[src/rtl/stack_ops_pkg.sv]
// Shared opcode encodings, per-op stack pop/push counts and sequencer state type.
// Tables are indexed directly by the 4-bit opcode; illegal codes read as zero work.
package stack_ops_pkg;

    typedef enum logic [3:0] {
        OP_NOP  = 4'd0,
        OP_PUSH = 4'd1,
        OP_POP  = 4'd2,
        OP_DUP  = 4'd3,
        OP_SWAP = 4'd4,
        OP_ADD  = 4'd5,
        OP_SUB  = 4'd6,
        OP_AND  = 4'd7,
        OP_OR   = 4'd8,
        OP_XOR  = 4'd9
    } op_t;

    typedef enum logic [2:0] {
        S_IDLE,
        S_POP,
        S_PUSH1,
        S_PUSH2,
        S_FIN
    } state_t;

    // Entries listed from opcode 15 down to opcode 0.
    localparam logic [15:0][1:0] POP_TBL = {
        2'd0, 2'd0, 2'd0, 2'd0, 2'd0, 2'd0,
        2'd2, 2'd2, 2'd2, 2'd2, 2'd2,
        2'd2, 2'd0, 2'd1, 2'd0, 2'd0
    };

    localparam logic [15:0][1:0] PUSH_TBL = {
        2'd0, 2'd0, 2'd0, 2'd0, 2'd0, 2'd0,
        2'd1, 2'd1, 2'd1, 2'd1, 2'd1,
        2'd2, 2'd1, 2'd0, 2'd1, 2'd0
    };

    localparam logic [15:0] OP_LEGAL = 16'h03FF;

endpackage

[src/rtl/stack_alu.sv]
// Combinational data path: value for the first push of an operation.
// No latency, no handshake; SWAP yields A here, its second push (B) comes from the sequencer.
module stack_alu
    import stack_ops_pkg::*;
#(
    parameter int WIDTH = 31
) (
    input  logic [3:0]     op,
    input  logic [WIDTH:0] a,
    input  logic [WIDTH:0] b,
    input  logic [WIDTH:0] imm,
    output logic [WIDTH:0] result
);

    always_comb begin
        result = '0;
        case (op)
            OP_PUSH: result = imm;
            OP_DUP:  result = a;
            OP_SWAP: result = a;
            OP_ADD:  result = a + b;
            OP_SUB:  result = a - b;
            OP_AND:  result = a & b;
            OP_OR:   result = a | b;
            OP_XOR:  result = a ^ b;
            default: result = '0;
        endcase
    end

endmodule

[src/rtl/stack_sequencer.sv]
// Sequences stack operations into one pop cycle then push cycles, ending with a done pulse.
// Latency: done at T+1 (NOP/rejected) up to T+4 (SWAP); op_ready only in IDLE, op_valid ignored otherwise.
module stack_sequencer
    import stack_ops_pkg::*;
#(
    parameter int DEPTH = 127,
    parameter int WIDTH = 31
) (
    input  logic                     clk,
    input  logic                     rst,
    input  logic                     op_valid,
    output logic                     op_ready,
    input  logic [3:0]               op_code,
    input  logic [WIDTH:0]           op_imm,
    output logic                     done,
    output logic                     err,
    output logic [$clog2(DEPTH):0]   depth,
    output logic                     stk_push,
    output logic [WIDTH:0]           stk_push_data,
    output logic [2:0]               stk_pop,
    input  logic [WIDTH:0]           stk_preview0,
    input  logic [WIDTH:0]           stk_preview1
);

    localparam int DW = $clog2(DEPTH) + 1;
    localparam int XW = DW + 2;

    state_t         state, state_nxt;
    logic [3:0]     op_q;
    logic [WIDTH:0] imm_q, a_q, b_q, alu_res;
    logic           rej_q;
    logic [1:0]     in_pops, in_pushes, pops_q, pushes_q;
    logic [XW-1:0]  depth_x;
    logic           accept, reject;

    assign in_pops   = POP_TBL[op_code];
    assign in_pushes = PUSH_TBL[op_code];
    assign pops_q    = POP_TBL[op_q];
    assign pushes_q  = PUSH_TBL[op_q];
    assign accept    = op_valid && (state == S_IDLE);
    assign depth_x   = XW'(depth);

    // Overflow test rearranged as depth + pushes > DEPTH + pops to stay unsigned.
    assign reject = !OP_LEGAL[op_code]
                 || (depth_x < XW'(in_pops))
                 || ((depth_x + XW'(in_pushes)) > (XW'(DEPTH) + XW'(in_pops)));

    stack_alu #(.WIDTH(WIDTH)) u_alu (
        .op     (op_q),
        .a      (a_q),
        .b      (b_q),
        .imm    (imm_q),
        .result (alu_res)
    );

    always_ff @(posedge clk or posedge rst) begin
        if (rst) begin
            state <= S_IDLE;
            depth <= '0;
            op_q  <= '0;
            imm_q <= '0;
            a_q   <= '0;
            b_q   <= '0;
            rej_q <= 1'b0;
        end else begin
            state <= state_nxt;
            if (accept) begin
                op_q  <= op_code;
                imm_q <= op_imm;
                a_q   <= stk_preview0;
                b_q   <= stk_preview1;
                rej_q <= reject;
            end
            case (state)
                S_POP:            depth <= depth - DW'(pops_q);
                S_PUSH1, S_PUSH2: depth <= depth + DW'(1);
                default:          depth <= depth;
            endcase
        end
    end

    always_comb begin
        state_nxt     = state;
        op_ready      = 1'b0;
        done          = 1'b0;
        err           = 1'b0;
        stk_push      = 1'b0;
        stk_pop       = '0;
        stk_push_data = '0;
        case (state)
            S_IDLE: begin
                op_ready = 1'b1;
                if (op_valid) begin
                    if (reject || (in_pops == 2'd0 && in_pushes == 2'd0))
                        state_nxt = S_FIN;
                    else if (in_pops != 2'd0)
                        state_nxt = S_POP;
                    else
                        state_nxt = S_PUSH1;
                end
            end
            S_POP: begin
                stk_pop   = {1'b0, pops_q};
                state_nxt = (pushes_q != 2'd0) ? S_PUSH1 : S_FIN;
            end
            S_PUSH1: begin
                stk_push      = 1'b1;
                stk_push_data = alu_res;
                state_nxt     = (pushes_q == 2'd2) ? S_PUSH2 : S_FIN;
            end
            S_PUSH2: begin
                stk_push      = 1'b1;
                stk_push_data = b_q;
                state_nxt     = S_FIN;
            end
            S_FIN: begin
                done      = 1'b1;
                err       = rej_q;
                state_nxt = S_IDLE;
            end
            default: state_nxt = S_IDLE;
        endcase
    end

endmodule
[config.mk]
export PLATFORM = sky130hd
export DESIGN_NAME = stack_sequencer
export DESIGN_NICKNAME = d
export VERILOG_FILES = /design/src/rtl/stack_ops_pkg.sv /design/src/rtl/stack_alu.sv /design/src/rtl/stack_sequencer.sv
export SDC_FILE = /design/constraint.sdc
export NUM_CORES = 1
export LEC_CHECK = 0
export ABC_AREA = 1
export CAP_MARGIN = 20
export CORE_ASPECT_RATIO = 0.75
export CORE_MARGIN = 4
export CORE_UTILIZATION = 57
export CTS_CLUSTER_DIAMETER = 40
export DETAILED_ROUTE_END_ITERATION = 8
export PLACE_DENSITY = 0.83
export SLEW_MARGIN = 10
export SYNTH_ARGS = -nofsm -noshare
export SYNTH_HDL_FRONTEND = slang
export SYNTH_SLANG_ARGS = --single-unit
[constraint.sdc]
create_clock -name clk -period 4.7 [get_ports clk]
set_input_delay 0.94 -clock clk [delete_from_list [all_inputs] [get_ports clk]]
set_output_delay 0.94 -clock clk [all_outputs]
set_load 0.03 [all_outputs]
==> results.ini <==
[sta]
layout_setup_ws_ns=0.0512
finClkSkew_ns=0.0101
slew_violations=0
fmax_mhz=215
max-slew-margin-rel_pct=47.1
worst_pin_slew_ns=0.793
hold_viol=0
setup_viol=0
rsz0062_at_grt=yes
fin_crit_sh_pct=98.9
period_needed_ns=4.65

[floorplan]
fp.coreArea_mm2=0.0179
ios=150
fp.dieArea_mm2=0.0208
die_h_um=126
initial_core_util_pct=58.9
rows=42
die_w_um=165

[route]
wl_um=36600
first_pass_iters=5
vias=11400
drtIter0Drc=1275
via_per_inst=5.65
wl_per_cell_um=18.2
ant_nets=0
drc=0

[synthesis]
synth.area.top_cells=dfrtp_1 27%, nand2_1 17%, ha_1 14%
synth_cell_types=44
yosys.area.top_type_share_pct=26.5
synth.most_common_cell=nand2_1
synthArstFlopShare_pct=100
ys_seq_elements=112
synth_cells=1586
synth_nets=1808
synthTopCellsByCount=492 x nand2_1, 246 x inv_1, 144 x o21ai_0, 116 x ha_1, 112 x dfrtp_1
synth-edff-count=0
syn_area_per_cell_um2=6.66
syn_area_mm2=0.0106
yosys_warnings=0
yosysSeqAreaShare_pct=26.5
synthFlopType=dfrtp_1
synth_top_area_cell=dfrtp_1

[clock_tree]
clkTransAtPathRegs_ns=0.08
numCtsBuffers=9
clockBufferDepth=2
clock_latency_ns=0.37
cts_tree=built
clock-root-buffer=clkbuf_16
holdBufCountCts=0
htreeDepth=3
cts_sinks=112

[global_routing]
grt_pass1_vias=10500
grt_max_degree=86
antenna_found_initial=0
gr-total-overflow=0
grt_pass1_wl_um=55300
track_usage_pct=33.7

[pwr]
p_leak_uw=0.00688
ir_worst_vdd_v=0.000569
p_per_area_mw_per_mm2=818

[min_path]
hold_start=imm_q[1]
hp-class=flip-flop to flip-flop

[setup_path]
cp_data_arrival_time_ns=3.71
path_max_fanout=5
r2r_start=op_q[3]
end_kind=output port
cp-start-kind=flip-flop
startpoint=b_q[1]
r2r_setup_slack_ns=1.61
worstSetupPathType=flip-flop to output port
worstPathRequired_ns=3.76

[placement]
port_buffers=148
place.gp.congestion=1.04
pre_cts_slack_ns=0.0402
dp_hpwl_um=28100
dpl_cell_area_mm2=0.0125

[cells_and_area]
finish.instance_area_mm2=0.0134
drive_above_1_share_pct=14.6
multi_input_area_mm2=0.00705
nets=1990
seqCellArea_mm2=0.00281
n_antenna_cell=0
syn_to_final_growth_pct=27.0
n_fill_cell=1442

[outcome]
status=complete, no violations

[run]
maxCapViolCount=0

per-layer routing:
| layer | GRT usage [%] | vias up | share of wire, % |
|---|---|---|---|
| li1 | - | 5458 | - |
| met1 | 50.9 | 5225 | 44 |
| met2 | 47.8 | 628 | 41 |
| met3 | 9.21 | 66 | 12 |
| met4 | 7.82 | 0 | 2.2 |
| met5 | 0 | - | 0 |
timing repair:
action / CTS / global route
gates resized for setup: 40 / 152
endpoints found under the setup margin: 23 / 29
buffers inserted: 5 / 18
pin swaps: 1 / 35
gates cloned: 0 / 1
placed cells by master, fill, tap and decap left out, drive strengths merged, types with 3 or more instances in the layout:
cell type,count
clkdlybuf4s50,119
nand4,15
inv,257
a21oi,53
xor2,38
nor2,112
a22o,3
clkbuf,15
o211ai,4
o2111ai,10
dfrtp,112
clkinv,4
a211oi,12
or2,9
a22oi,8
dlymetal6s2s,3
nand2,494
a21o,3
o21ai,149
nand3,71
ha,116
fa,3
a221oi,9
o22ai,13
buf,84
nand3b,5
nor3,17
mux2,18
registers in the layout, indices dropped and copies added, names as in the netlist:
register  cells
state         3
depth         8
op_q          4
imm_q        32
a_q          32
b_q          32
rej_q         1
critical path: stages, from the launching register on:
cell and delay, ns:
dfrtp_1 0.40, inv_2 0.10, ha_4 0.15, nand3_2 0.07, inv_2 0.08, nand2_2 0.06, inv_2 0.08, nand4_4 0.14
o21ai_2 0.22, buf_4 0.13, xor2_1 0.06, ha_1 0.38, nand2_1 0.12, nor2_1 0.15, inv_1 0.10, nor2_2 0.13
nand3_1 0.13, nand3_1 0.12, nand2_1 0.05, nand3_1 0.09, nand2_1 0.07, nand2_1 0.07, o21ai_0 0.18, buf_4 0.26
through the flow:
step | power, µW | util, % | setup TNS [ns] | hold WS (ns) | std cells
4_1_cts | 10100 | 71.9 | -0.146 | 0.518 | 1996
3_3_place_gp | 8910 | 69.6 | 0 | 0.495 | 1975
2_1_floorplan | 6840 | - | 0 | 0.481 | 1586
3_5_place_dp | 9080 | 69.6 | 0 | 0.496 | 1975
5_1_grt | 11900 | 74.8 | -1.38 | 0.534 | 2015
6_report | 11000 | 74.8 | 0 | 0.514 | 2015
final timing paths:
kind                                      to  depth (start not counted)
setup / recovery           stk_push_data[20]                         23
hold / removal                      imm_q[1]                          1
setup reg to reg                    depth[5]                         15
hold reg to reg                     imm_q[1]                          1
max in group asynchronous             b_q[5]                          3
min in group asynchronous            a_q[19]                          2
kinds of logic (layout without fill, tap and decap cells):
kind of cell | Yosys count | after routing | synth area share, %
and+or+nand+nor | 727 | 727 | 28.1
DFF | 112 | 112 | 26.5
other | 1 | 1 | 0.0355
adders and majority gates | 119 | 119 | 14.3
AOI/OAI and AO/OA | 271 | 271 | 14.7
buffers and inverters | 298 | 485 | 11.1
xor gates and xnor gates | 40 | 40 | 3.32
muxes | 18 | 18 | 1.92
where the power goes:
part           internal (µW)  leakage, µW  total, µW  switching, µW
registers               1440      0.00137       1980            541
clock network            389     0.000152        844            455
logic                   3020      0.00536       8140           5120
cell type report:
| class | count | area share, % |
|---|---|---|
| Multi-Input combinational cell | 1176 | 52.5 |
| Tap cell | 242 | 2.26 |
| Timing Repair Buffer | 215 | 14.7 |
| Timing Repair inverter | 1 | 0.0467 |
| Sequential cell | 112 | 20.9 |
| Clock buffer | 9 | 1.68 |
| Clock inverter | 7 | 0.681 |
| Inverter | 253 | 7.14 |
Power figures use the tool's default switching activity.
